==> config.mk <==
export PLATFORM = sky130hd
export DESIGN_NAME = fir_out_collector_flat
export DESIGN_NICKNAME = d
export VERILOG_FILES = /design/src/rtl/fir_pkg.sv /design/src/rtl/fir_out_collector_if.sv /design/src/rtl/fir_sample_fifo.sv /design/src/rtl/fir_out_collector.sv /design/src/flat_wrapper.sv
export SDC_FILE = /design/constraint.sdc
export NUM_CORES = 1
export LEC_CHECK = 0
export BUFFER_PORTS_ARGS = -buffer_cell sky130_fd_sc_hd__buf_2
export CAP_MARGIN = 20
export CORE_MARGIN = 8
export CORE_UTILIZATION = 35
export CTS_BUF_LIST = sky130_fd_sc_hd__clkbuf_8
export DETAILED_ROUTE_END_ITERATION = 12
export GPL_ROUTABILITY_DRIVEN = 1
export PLACE_DENSITY_LB_ADDON = 0.25
export SLEW_MARGIN = 20
export SYNTH_ARGS = -nofsm -noshare
export SYNTH_HDL_FRONTEND = slang
export SYNTH_SLANG_ARGS = --single-unit
==> constraint.sdc <==
create_clock -name clk -period 5.2 [get_ports clk]
set_input_delay 0.26 -clock clk [delete_from_list [all_inputs] [get_ports clk]]
set_output_delay 0.26 -clock clk [all_outputs]
set_load 0.05 [all_outputs]
==> src/rtl/fir_pkg.sv <==
// fir_pkg: shared FIR widths, collector defaults and the collector FSM state type
package fir_pkg;
  localparam int FIR_DIN_W = 8;
  localparam int FIR_DOUT_W = 10;
  localparam int COL_OUT_W = 8;
  localparam int COL_SHIFT = 2;
  localparam int COL_WARMUP = 4;
  typedef enum logic {WARM, RUN} col_state_t;
endpackage

==> src/rtl/fir_out_collector_if.sv <==
// fir_out_collector_if: FIR sample input plus buffered valid/ready output stream
interface fir_out_collector_if import fir_pkg::*; #(
  parameter int DIN_W = FIR_DOUT_W,
  parameter int OUT_W = COL_OUT_W
);
  logic in_valid;
  logic [DIN_W-1:0] din;
  logic out_valid;
  logic out_ready;
  logic [OUT_W-1:0] dout;
  modport master (output in_valid, din, out_ready, input out_valid, dout);
  modport slave (input in_valid, din, out_ready, output out_valid, dout);
endinterface

==> src/rtl/fir_sample_fifo.sv <==
// fir_sample_fifo: extra-bit-pointer FIFO with a registered head; a pop frees room for a same-cycle push
module fir_sample_fifo #(
  parameter int W = 8,
  parameter int DEPTH = 8,
  localparam int AW = $clog2(DEPTH)
) (
  input  logic clk,
  input  logic rst,
  input  logic clr,
  input  logic push,
  input  logic pop,
  input  logic [W-1:0] wdata,
  output logic [W-1:0] head,
  output logic empty,
  output logic full,
  output logic [AW:0] fill
);
  logic [W-1:0] mem [DEPTH];
  logic [AW:0] wptr, rptr, rptr_nx;
  logic wr, rd;
  assign empty = wptr == rptr;
  assign full = (wptr[AW] != rptr[AW]) && (wptr[AW-1:0] == rptr[AW-1:0]);
  assign fill = wptr - rptr;
  assign rd = pop && !empty;
  assign wr = push && (!full || rd);
  assign rptr_nx = rptr + (AW+1)'(rd);
  // head tracks the entry rptr will point at after this edge; a push into an empty FIFO bypasses mem
  always_ff @(posedge clk or negedge rst)
    if (!rst) begin
      wptr <= '0;
      rptr <= '0;
      head <= '0;
    end else if (clr) begin
      wptr <= '0;
      rptr <= '0;
      head <= '0;
    end else begin
      wptr <= wptr + (AW+1)'(wr);
      rptr <= rptr_nx;
      if (wr && rptr_nx == wptr) head <= wdata;
      else if (rptr_nx != wptr) head <= mem[rptr_nx[AW-1:0]];
    end
  always_ff @(posedge clk)
    if (wr) mem[wptr[AW-1:0]] <= wdata;
endmodule

==> src/rtl/fir_out_collector.sv <==
// fir_out_collector: drops FIR warm-up samples, decimates, rounds/saturates and buffers results
module fir_out_collector import fir_pkg::*; #(
  parameter int DIN_W = FIR_DOUT_W,
  parameter int OUT_W = COL_OUT_W,
  parameter int SHIFT = COL_SHIFT,
  parameter int WARMUP = COL_WARMUP,
  parameter int DECIM = 1,
  parameter int DEPTH = 8,
  localparam int FW = $clog2(DEPTH) + 1
) (
  input  logic clk,
  input  logic rst,
  input  logic clr,
  fir_out_collector_if.slave bus,
  output logic [FW-1:0] fill,
  output logic overflow,
  output logic [15:0] drop_cnt
);
  localparam int WCW = WARMUP > 0 ? $clog2(WARMUP + 1) : 1;
  localparam int RND = SHIFT > 0 ? 2 ** (SHIFT - 1) : 0;
  localparam col_state_t RST_ST = WARMUP == 0 ? RUN : WARM;
  col_state_t state, state_nx;
  logic [WCW-1:0] warm_cnt, warm_nx;
  logic [3:0] phase, phase_nx;
  logic [DIN_W:0] r;
  logic [OUT_W-1:0] sat;
  logic keep, empty, full, drop;
  always_comb begin
    state_nx = state;
    warm_nx = warm_cnt;
    phase_nx = phase;
    if (bus.in_valid && state == WARM) begin
      warm_nx = warm_cnt + 1'b1;
      state_nx = warm_cnt == WCW'(WARMUP - 1) ? RUN : WARM;
    end
    if (bus.in_valid && state == RUN) phase_nx = phase == 4'(DECIM - 1) ? '0 : phase + 1'b1;
  end
  assign keep = state == RUN && bus.in_valid && phase == '0;
  assign r = ({1'b0, bus.din} + (DIN_W+1)'(RND)) >> SHIFT;
  assign sat = r > (DIN_W+1)'(2 ** OUT_W - 1) ? '1 : r[OUT_W-1:0];
  assign drop = keep && full && !(bus.out_valid && bus.out_ready);
  assign bus.out_valid = !empty;
  always_ff @(posedge clk or negedge rst)
    if (!rst) begin
      state <= RST_ST;
      warm_cnt <= '0;
      phase <= '0;
      overflow <= 1'b0;
      drop_cnt <= '0;
    end else if (clr) begin
      state <= RST_ST;
      warm_cnt <= '0;
      phase <= '0;
      overflow <= 1'b0;
      drop_cnt <= '0;
    end else begin
      state <= state_nx;
      warm_cnt <= warm_nx;
      phase <= phase_nx;
      if (drop) begin
        overflow <= 1'b1;
        drop_cnt <= drop_cnt + {15'd0, drop_cnt != 16'hffff};
      end
    end
  fir_sample_fifo #(.W(OUT_W), .DEPTH(DEPTH)) u_fifo (
    .clk(clk),
    .rst(rst),
    .clr(clr),
    .push(keep),
    .pop(bus.out_ready),
    .wdata(sat),
    .head(bus.dout),
    .empty(empty),
    .full(full),
    .fill(fill)
  );
endmodule

==> src/flat_wrapper.sv <==
// flat-port wrapper written by rule: the top's interface ports become plain ports
module fir_out_collector_flat import fir_pkg::*;
#(
  parameter int DIN_W = FIR_DOUT_W,
  parameter int OUT_W = COL_OUT_W,
  parameter int SHIFT = COL_SHIFT,
  parameter int WARMUP = COL_WARMUP,
  parameter int DECIM = 1,
  parameter int DEPTH = 8,
  localparam int FW = $clog2(DEPTH) + 1
)
  (clk, rst, clr, fill, overflow, drop_cnt, bus_in_valid, bus_din, bus_out_ready, bus_out_valid, bus_dout);
  fir_out_collector_if #(.DIN_W(DIN_W), .OUT_W(OUT_W)) bus_i ();
  input  logic clk;
  input  logic rst;
  input  logic clr;
  output logic [FW-1:0] fill;
  output logic overflow;
  output logic [15:0] drop_cnt;
  input wire logic [$bits(bus_i.in_valid)-1:0] bus_in_valid;
  input wire logic [$bits(bus_i.din)-1:0] bus_din;
  input wire logic [$bits(bus_i.out_ready)-1:0] bus_out_ready;
  output wire logic [$bits(bus_i.out_valid)-1:0] bus_out_valid;
  output wire logic [$bits(bus_i.dout)-1:0] bus_dout;
  assign bus_i.in_valid = bus_in_valid;
  assign bus_i.din = bus_din;
  assign bus_i.out_ready = bus_out_ready;
  assign bus_out_valid = bus_i.out_valid;
  assign bus_dout = bus_i.dout;
  fir_out_collector #(.DIN_W(DIN_W), .OUT_W(OUT_W), .SHIFT(SHIFT), .WARMUP(WARMUP), .DECIM(DECIM), .DEPTH(DEPTH)) u_core (.clk(clk), .rst(rst), .clr(clr), .bus(bus_i), .fill(fill), .overflow(overflow), .drop_cnt(drop_cnt));
endmodule
==> reports/results.tsv, run 1 <==
stage	metric	value	unit
clock_tree	number of CTS-inserted buffers	9	
timing	Min Hold Slack	0.174	ns
grt	Total GRT Usage	12.5	%
timing	# setup viols final	0	
routing	Detailed Routing Iterations Pass 1	4	
routing	DR vias/cell	5.08	
logic_synthesis	count leader, synth	edfxtp_1	
logic_synthesis	ys async rst share	39.0	%
die	Die H	134	um
critical_path	Critical Path Start Type	flop	
routing	Post-DRT Antenna Nets	0	
logic_synthesis	Commonest cells post-synth	edfxtp_1 (64), dfrtp_1 (41), nor2_1 (30)	
clock_tree	root buffer cell	clkbuf_8	
timing	hold violation count in the final report	0	
grt	met1 GRT Util	15.9	%
clock_tree	Clk pin slew, worst setup/hold paths	0.11	ns
timing	setup TNS	0	ns
die	io pins	45	
clock_tree	CTS tree	built	
power	power consumption	0.00146	W
grt	vias in the first global route	3213	
timing	final slew viol count	0	
power	power share of the sequential group	61.4	%
worst_hold_path	hold path depth	3	
routing	DR iter-0 viols	156	
placed_design	Post-Place Worst Slack	1.59	ns
grt	gr busiest metal	met2	
power	Gate power share	5.5	%
grt	grt met3 use	2.95	%
grt	initial antenna violation count	0	
critical_path	setup slack, reg-to-reg	1.60	ns
logic_synthesis	post-synth net total	396	
logic_synthesis	Synth area leaders	edfxtp_1 (39%), dfrtp_1 (21%), mux4_2 (7.4%), xnor2_1 (4.1%), ha_1 (3.6%)	
critical_path	Data required, critical path	5.51	ns
timing	RSZ-0062 raised after global routing	no	
clock_tree	H-tree depth	3	
logic_synthesis	Seq cells post-synth	105	
clock_tree	worst-skew pair later-pin latency	0.38	ns
critical_path	critical path peak fanout	13	
critical_path	crit path kind	reg2reg	
power	Sw Ratio	24.7	%
logic_synthesis	count of cell types in the netlist	47	
worst_hold_path	Worst Hold Launch	bus_in_valid	
power	peak supply drop	0.000123	V
logic_synthesis	cell count after synthesis	366	
timing	Rel. slew slack	34.1	%
job	Max Cap Violations	0	
clock_tree	post-CTS sizing	0	
worst_hold_path	worst hold path class	in2reg	
layout	area grow syn2layout	13.0	%
clock_tree	maximum root-to-sink buffer count	2	
layout	fin nets	441	
grt	grt total ovfl	0	
routing	drt wl/cell	17.8	um
placed_design	Cell Area, Placed	5310	um2
layout	share of post-route cells with drive strength above 1	22.6	%
critical_path	R2R depth	10	
grt	largest net degree at the start of global routing	42	
routing	final WL	10.6	mm
grt	first-pass GRT wire length	17.4	mm
clock_tree	clock sinks	105	
critical_path	Crit Reg-Reg Endpoint	u_core.u_fifo.head[1]$_DFFE_PN0P_	
logic_synthesis	mapped cell area	4870	um2
layout	ant diodes	0	
critical_path	Setup crit end kind	flop	
run_status	status	finished, final reports clean	
routing	Vias	3029	
layout	Finished Cell Area	5510	um2
placed_design	global placement routability congestion	0.735	
timing	post-layout minimum cycle time	3.60	ns
worst_hold_path	hold-critical path endpoint	u_core.state$_DFFE_PN0P_	
logic_synthesis	Post-synth EDFFs	64	
placed_design	DP HPWL	7.07	mm
timing	Setup Skew	0.0102	ns
logic_synthesis	syn_area_per_cell	13.3	um2
die	initial core utilization	35.5	%
die	cell row count	43	
die	Die ar.	18000	um2
critical_path	CP arrival	3.91	ns
timing	crit share post-route	69.2	%
grt	met2 Track Usage GR	20.5	%
power	cell-internal power	0.00110	W
power	Static Leak	2.09	nW
logic_synthesis	Yosys warnings	0	
power	clock share of power	33.0	%
logic_synthesis	Seq/Total Area, Yosys	60.5	%
die	CORE AREA	13700	um2
power	Net Sw Power	0.000360	W
power	Power Dens Cells	265	nW/um2
die	Die Width	134	um
timing	Max Freq	278	MHz
timing	Worst Setup Slack, final	1.60	ns
logic_synthesis	Post-synth top flop	edfxtp_1	
logic_synthesis	Synth top area share	39.4	%
logic_synthesis	post-synth top area cell	edfxtp_1	
critical_path	worst flop-to-flop path startpoint	u_core.u_fifo.wptr[2]$_DFF_PN0_	
timing	Slew @ Worst Pin	0.984	ns
routing	Residual DRC	0	
placed_design	IO Port Bufs	43	
==> cell families (layout without fill, tap and decap cells) <==
group / Yosys count / count (layout) / synth area share (%)
muxes: 26 / 26 / 9.47
AOI/OAI and AO/OA: 31 / 31 / 4.41
buffers and inverters: 34 / 84 / 2.85
and+or+nand+nor: 125 / 125 / 13.2
xor gates and xnor gates: 30 / 30 / 5.54
DFF: 105 / 105 / 60.5
adders and majority gates: 15 / 15 / 4.00
==> sequential cells by signal (all words and copies together) (netlist names) <==
signal	cells
u_core.warm_cnt	3
u_core.u_fifo.mem	64
u_core.phase	4
u_core.u_fifo.rptr	4
u_core.drop_cnt	16
u_core.u_fifo.wptr	4
u_core.overflow	1
u_core.u_fifo.head	8
u_core.state	1
==> worst max-delay path by stage <==
stage                                     from                                end
2_1_floorplan  u_core.u_fifo.rptr[2]$_DFF_PN0_  u_core.u_fifo.head[0]$_DFFE_PN0P_
3_3_place_gp   u_core.u_fifo.wptr[2]$_DFF_PN0_  u_core.u_fifo.head[1]$_DFFE_PN0P_
3_5_place_dp   u_core.u_fifo.wptr[2]$_DFF_PN0_  u_core.u_fifo.head[2]$_DFFE_PN0P_
4_1_cts        u_core.u_fifo.wptr[2]$_DFF_PN0_  u_core.u_fifo.head[3]$_DFFE_PN0P_
5_1_grt        u_core.u_fifo.wptr[2]$_DFF_PN0_  u_core.u_fifo.head[1]$_DFFE_PN0P_
6_report       u_core.u_fifo.wptr[2]$_DFF_PN0_  u_core.u_fifo.head[1]$_DFFE_PN0P_
==> critical path: stages (launching register included) <==
cell and delay [ns]:
dfrtp_1 0.58, ha_1 0.47, nand4_1 0.14, and2_1 0.20, ha_1 0.20, ha_1 0.24
xnor2_2 0.55, xnor2_1 0.15, nor3_2 0.64, o21ai_0 0.20, a31oi_1 0.16
==> cell usage in the layout (no fill, tap or decap), drive strengths merged, types with 9 or more instances in the layout <==
| master | count |
|---|---|
| mux4 | 16 |
| clkbuf | 9 |
| mux2i | 9 |
| a21oi | 12 |
| nand3 | 10 |
| nor3 | 23 |
| buf | 47 |
| ha | 14 |
| edfxtp | 64 |
| nor2 | 30 |
| inv | 23 |
| nand2 | 27 |
| dfrtp | 41 |
| xnor2 | 24 |
==> area by class of cell <==
type	count	area, um2
Inverter	20	75.1
Timing Repair Buffer	48	258
Multi-Input combinational cell	227	1810
Clock buffer	9	124
Fill cell	1312	8210
Sequential cell	105	2950
Tap cell	180	225
Clock inverter	7	63.8
==> through the flow <==
stage / util, % / cells
final: 40.1 / 596
after global routing: 40.1 / 596
after CTS: 40.1 / 595
after detailed placement: 38.7 / 579
after global placement: 38.6 / 579
after floorplan: - / 366
==> what timing repair did <==
action	in CTS	in global routing
setup buffers	0	0
hold endpoints to repair	0	41
hold buffers	0	1
==> layer usage <==
| metal | wire length [um] | vias to the layer above |
|---|---|---|
| li1 | - | 1429 |
| met1 | 4980 | 1514 |
| met2 | 4930 | 69 |
| met3 | 526 | 17 |
| met4 | 174 | 0 |
| met5 | 0 | - |
==> power by group through the flow <==
| stage | logic (W) | clock network (W) | registers (W) |
|---|---|---|---|
| final | 0.0000806 | 0.000483 | 0.000898 |
| after global routing | 0.0000906 | 0.000525 | 0.000899 |
| after CTS | 0.0000820 | 0.000501 | 0.000898 |
| after detailed placement | 0.0000818 | 0 | 0.000916 |
| after global placement | 0.0000790 | 0 | 0.000916 |
| after floorplan | 0.0000404 | 0 | 0.000924 |
(Power assumes the default switching activity.)
==> run 2: changes to the inputs <==
==> constraint.sdc (replaced) <==
create_clock -name clk -period 3.2 [get_ports clk]
set_input_delay 0.16 -clock clk [delete_from_list [all_inputs] [get_ports clk]]
set_output_delay 0.16 -clock clk [all_outputs]
set_load 0.05 [all_outputs]
==> run 2 against run 1 <==
Compared with the run above:
- total power rose by 61%
- hold slack got worse by 0.077 ns
- final cell count is 2.3% higher
- maximum frequency rose by 22%
- clock skew is 0.0024 ns lower
- critical path type unchanged
- largest cell class unchanged
==> reports/results.tsv, run 2 (same netlist as run 1, synthesis figures left out) <==
stage	metric	value	unit
timing	post-layout minimum cycle time	2.95	ns
layout	commonest non-fill, non-tap cell in the layout	edfxtp_1	
grt	Total GRT Usage	12.6	%
power	Static Leak	2.16	nW
critical_path	most used cell, CP	ha_1	
layout	Fillers	1284	
die	CORE AREA	13700	um2
timing	Min Hold Slack	0.0962	ns
critical_path	Setup crit end kind	flop	
routing	Vias	3108	
timing	final slew viol count	0	
timing	Slew @ Worst Pin	0.798	ns
critical_path	crit path kind	reg2reg	
routing	Post-DRT Antenna Nets	0	
layout	most frequent cells in the layout	edfxtp_1 (64), buf_2 (42), dfrtp_1 (40)	
routing	Residual DRC	0	
grt	first-pass GRT wire length	17.5	mm
routing	final WL	10.9	mm
layout	FF/Latch Area	2950	um2
worst_hold_path	worst hold path class	in2reg	
power	Net Sw Power	0.000568	W
clock_tree	H-tree depth	3	
clock_tree	postcts setup bufs	0	
critical_path	critical-path cell list	inv_1 > ha_1 > nand4_1 > and2_1 > ha_2 > ha_1 > xnor2_2 > nand2_2 > nor3b_4 > nor3_1 > a2111oi_1	
placed_design	IO Port Bufs	43	
timing	Setup Skew	0.00778	ns
die	initial core utilization	35.5	%
critical_path	Crit-path slowest cell	dfrtp_1	
clock_tree	number of CTS-inserted buffers	9	
placed_design	Cell Area, Placed	5440	um2
die	Die H	134	um
routing	drt wl/cell	17.9	um
timing	# setup viols final	0	
layout	multi-input logic area	1850	um2
critical_path	critical path peak fanout	6	
die	Die ar.	18000	um2
clock_tree	root buffer cell	clkbuf_8	
grt	largest net degree at the start of global routing	42	
power	Gate power share	5.8	%
clock_tree	clock sinks	105	
clock_tree	worst-skew pair later-pin latency	0.36	ns
clock_tree	maximum root-to-sink buffer count	2	
job	Max Cap Violations	0	
run_status	status	finished, final reports clean	
power	Sw Ratio	24.1	%
placed_design	DP HPWL	7.45	mm
layout	Largest register FFs	64	
layout	area grow syn2layout	15.7	%
critical_path	slowest stage delay, CP	0.43	ns
grt	vias in the first global route	3178	
layout	ant diodes	0	
grt	initial antenna violation count	0	
routing	DR iter-0 viols	200	
clock_tree	Clk pin slew, worst setup/hold paths	0.10	ns
power	peak supply drop	0.000181	V
placed_design	global placement routability congestion	0.762	
layout	Finished Cell Area	5640	um2
power	cell-internal power	0.00179	W
power	power share of the sequential group	62.0	%
timing	Rel. slew slack	46.8	%
die	Die Width	134	um
grt	grt total ovfl	0	
timing	Max Freq	339	MHz
routing	Detailed Routing Iterations Pass 1	4	
timing	crit share post-route	92.1	%
die	io pins	45	
critical_path	Critical Path Start Type	flop	
timing	RSZ-0062 raised after global routing	no	
layout	share of post-route cells with drive strength above 1	26.0	%
die	cell row count	43	
critical_path	CP arrival	3.18	ns
layout	fin nets	455	
critical_path	Data required, critical path	3.43	ns
timing	hold violation count in the final report	0	
power	clock share of power	32.3	%
clock_tree	CTS tree	built	
power	Power Dens Cells	417	nW/um2
routing	DR vias/cell	5.10	
## run 2: final timing paths
path	startpoint	endpoint	slack, ns	depth (start not counted)
setup / recovery	u_core.u_fifo.rptr[1]$_DFF_PN0_	u_core.u_fifo.head[2]$_DFFE_PN0P_	0.25	11
hold / removal	bus_in_valid	u_core.state$_DFFE_PN0P_	0.1	3
setup reg to reg	u_core.u_fifo.rptr[1]$_DFF_PN0_	u_core.u_fifo.head[2]$_DFFE_PN0P_	0.25	11
hold reg to reg	u_core.overflow$_DFFE_PN0P_	u_core.overflow$_DFFE_PN0P_	0.52	2
max in group asynchronous	rst	u_core.u_fifo.wptr[0]$_DFF_PN0_	2.46	2
min in group asynchronous	rst	u_core.u_fifo.wptr[2]$_DFF_PN0_	0.32	2
## run 2: timing repair
| item | 4_1_cts | 5_1_grt |
|---|---|---|
| hold buffers | 1 | 0 |
| setup endpoints to repair | 0 | 2 |
| resized for setup | 0 | 2 |
| hold endpoints to repair | 41 | 0 |
## run 2: critical path: cells and delay by family, from the launching register on
kind                       cells  cell delay [ns]
adders and majority gates      3             0.83
DFF                            1             0.43
xor gates and xnor gates       1             0.15
buffers and inverters          1             0.06
and+or+nand+nor                5             0.94
AOI/OAI and AO/OA              1             0.40
## run 2: power groups by stage
stage          clock [W]  sequential (W)  combinational (W)
2_1_floorplan          0         0.00150          0.0000670
3_3_place_gp           0         0.00149           0.000134
3_5_place_dp           0         0.00149           0.000137
4_1_cts         0.000799         0.00146           0.000138
5_1_grt         0.000842         0.00146           0.000151
6_report        0.000760         0.00146           0.000136
## run 2: final cells by class
cell class,instances,share of cell area (%)
Clock buffer,9,2.20
Clock inverter,7,0.976
Inverter,20,1.33
Multi-Input combinational cell,227,32.8
Sequential cell,105,52.3
Tap cell,180,3.99
Timing Repair Buffer,62,6.43
## run 2: metrics by stage
step	setup WS [ns]	cells	setup TNS, ns	power [W]	utilization (%)
2_1_floorplan	-0.0124	366	-0.0395	0.00157	-
3_3_place_gp	0.353	593	0	0.00162	39.7
3_5_place_dp	0.141	593	0	0.00163	39.7
4_1_cts	0.105	610	0	0.00240	41.0
5_1_grt	0.0228	610	0	0.00245	41.1
6_report	0.251	610	0	0.00235	41.1
## run 2: per-layer routing
layer | vias to the layer above | share of wire (%) | global-route usage (%)
li1 | 1457 | - | -
met1 | 1581 | 47 | 16.4
met2 | 60 | 49 | 20.8
met3 | 10 | 3.7 | 2.62
met4 | 0 | 1.1 | 3.56
met5 | - | 0 | 0
==> run 3: changes to the inputs <==
--- a/config.mk
+++ b/config.mk
@@ -7,6 +7,7 @@
 export LEC_CHECK = 0
 export BUFFER_PORTS_ARGS = -buffer_cell sky130_fd_sc_hd__buf_2
 export CAP_MARGIN = 20
+export CORE_ASPECT_RATIO = 0.75
 export CORE_MARGIN = 8
 export CORE_UTILIZATION = 35
 export CTS_BUF_LIST = sky130_fd_sc_hd__clkbuf_8
==> run 3 against run 2 <==
Compared with the run above:
- clock skew increased by 0.0065 ns
- register-to-register slack better by 0.08 ns
- first-iteration DRC count down 13%
- combinational power hardly changed
- clock power increased by 3.3%
- hold slack got worse by 0.023 ns
- critical path type unchanged
==> reports/results.tsv, run 3 (same netlist as run 1, synthesis figures left out) <==
stage	metric	value	unit
routing	DR iter-0 viols	175	
power	clock share of power	33.0	%
clock_tree	root buffer cell	clkbuf_8	
placed_design	Placed Cells	586	
routing	Post-DRT Antenna Nets	0	
critical_path	Setup crit end kind	flop	
job	Max Cap Violations	0	
critical_path	R2R depth	9	
critical_path	most used cell, CP	ha_1	
layout	Fillers	1251	
clock_tree	CTS tree	built	
timing	Setup Skew	0.0143	ns
critical_path	Data required, critical path	3.40	ns
critical_path	critical-path cell list	inv_1 > ha_1 > nand4_1 > and2_1 > ha_1 > buf_4 > mux4_2 > nor3_1 > a2111oi_1	
power	Sw Ratio	24.6	%
clock_tree	Clk pin slew, worst setup/hold paths	0.11	ns
die	Die Width	152	um
layout	final std cells w/o fill	603	
timing	Slew @ Worst Pin	1.00	ns
critical_path	setup slack, reg-to-reg	0.33	ns
grt	vias in the first global route	3122	
layout	final core occ	41.3	%
timing	setup TNS	0	ns
timing	Max Freq	349	MHz
timing	final slew viol count	0	
clock_tree	maximum root-to-sink buffer count	2	
timing	hold violation count in the final report	0	
routing	DR vias/cell	5.10	
clock_tree	postcts setup bufs	0	
routing	Detailed Routing Iterations Pass 1	4	
timing	crit share post-route	89.7	%
grt	Total GRT Usage	12.2	%
clock_tree	worst-skew pair later-pin latency	0.37	ns
layout	area grow syn2layout	15.7	%
grt	initial antenna violation count	0	
power	cell-internal power	0.00179	W
critical_path	Crit Reg-Reg Endpoint	u_core.u_fifo.head[4]$_DFFE_PN0P_	
routing	Vias	3073	
layout	fin nets	453	
routing	drt wl/cell	17.5	um
die	cell row count	37	
placed_design	global placement routability congestion	0.790	
placed_design	DP HPWL	7.37	mm
placed_design	IO Port Bufs	43	
die	CORE AREA	13700	um2
critical_path	critical path peak fanout	4	
layout	commonest non-fill, non-tap cell in the layout	edfxtp_1	
die	initial core utilization	35.7	%
grt	first-pass GRT wire length	17.1	mm
grt	largest net degree at the start of global routing	42	
layout	Largest register FFs	64	
critical_path	worst flop-to-flop path startpoint	u_core.u_fifo.rptr[1]$_DFF_PN0_	
layout	share of post-route cells with drive strength above 1	25.7	%
die	Die ar.	18000	um2
clock_tree	clock sinks	105	
power	Net Sw Power	0.000586	W
die	Die H	118	um
power	power share of the sequential group	61.3	%
die	io pins	45	
worst_hold_path	Worst Hold Launch	bus_in_valid	
layout	ant diodes	0	
grt	grt total ovfl	0	
power	Gate power share	5.8	%
clock_tree	H-tree depth	3	
timing	Worst Setup Slack, final	0.331	ns
worst_hold_path	worst hold path class	in2reg	
critical_path	CP Launch Point	u_core.u_fifo.rptr[1]$_DFF_PN0_	
critical_path	crit path kind	reg2reg	
critical_path	Critical Path Start Type	flop	
routing	Residual DRC	0	
clock_tree	post-CTS sizing	0	
timing	RSZ-0062 raised after global routing	no	
critical_path	slowest stage delay, CP	0.53	ns
routing	final WL	10.5	mm
worst_hold_path	hold-critical path endpoint	u_core.state$_DFFE_PN0P_	
layout	most frequent cells in the layout	edfxtp_1 (64), buf_2 (43), dfrtp_1 (40)	
clock_tree	number of CTS-inserted buffers	9	
power	peak supply drop	0.000177	V
power	Static Leak	2.16	nW
timing	# setup viols final	0	
critical_path	CP arrival	3.07	ns
power	Power Dens Cells	422	nW/um2
timing	Rel. slew slack	33.1	%
worst_hold_path	hold path depth	3	
timing	post-layout minimum cycle time	2.87	ns
power	power consumption	0.00238	W
placed_design	Post-Place Worst Slack	0.334	ns
run_status	status	finished, final reports clean	
critical_path	Crit-path slowest cell	mux4_2	
## run 3: cell count changes in the layout (fill, tap and decap cells not counted)
cell      delta
nor3_2       +1
inv_8        +2
ha_1         +1
clkinv_1     -1
buf_4        -5
buf_12       +2
nor3_4       -1
clkinv_4     -2
clkinv_2     +1
ha_2         -1
buf_2        +1
## run 3: worst max-delay path, delay by kind of cell (launching register included)
kind	cells	cell delay [ns]
compound gates	1	0.09
buf+inv	2	0.28
simple gates	3	0.53
mux	1	0.53
flops	1	0.44
fa+ha+maj	2	0.82
## run 3: worst max-delay path by stage
stage	cells after the start	slack, ns	end
2_1_floorplan	12	-0.01	u_core.u_fifo.head[2]$_DFFE_PN0P_
3_3_place_gp	9	0.43	u_core.u_fifo.head[6]$_DFFE_PN0P_
3_5_place_dp	9	0.33	u_core.u_fifo.head[4]$_DFFE_PN0P_
4_1_cts	11	0.29	u_core.u_fifo.head[4]$_DFFE_PN0P_
5_1_grt	11	0.003	u_core.u_fifo.head[4]$_DFFE_PN0P_
6_report	9	0.33	u_core.u_fifo.head[4]$_DFFE_PN0P_
## run 3: power by group through the flow
stage / logic (W) / clock network [W] / registers (W)
2_1_floorplan: 0.0000670 / 0 / 0.00150
3_3_place_gp: 0.000134 / 0 / 0.00149
3_5_place_dp: 0.000139 / 0 / 0.00149
4_1_cts: 0.000140 / 0.000824 / 0.00146
5_1_grt: 0.000151 / 0.000877 / 0.00146
6_report: 0.000137 / 0.000785 / 0.00146
## run 3: timing repair
| action | CTS | global route |
|---|---|---|
| hold buffers | 1 | 0 |
| hold endpoints to repair | 41 | 0 |
| setup endpoints to repair | 0 | 1 |
## run 3: layout make-up
type,count,area [um2],share of cell area [%]
timing repair buffer,60,370,6.57
clock buffer,9,124,2.20
clock inverter,7,61.3,1.09
sequential,105,2950,52.3
tap,175,219,3.88
inverter,20,75.1,1.33
multi-input combinational,227,1840,32.7
## run 3: stage by stage
step / hold WS, ns / cell area, um2
finish: 0.0730 / 5640
detailed placement: 0.386 / 5450
floorplan: -0.136 / 4940
global placement: 0.373 / 5450
CTS: 0.0479 / 5640
global route: 0.0933 / 5640
## run 3: routing by layer
layer  routed length [um]  vias to the layer above  track usage, %
li1                     -                     1460               -
met3                  525                       12            2.77
met4                  155                        0            4.42
met2                 4940                       57            19.2
met5                    0                        -               0
met1                 4910                     1544            16.3
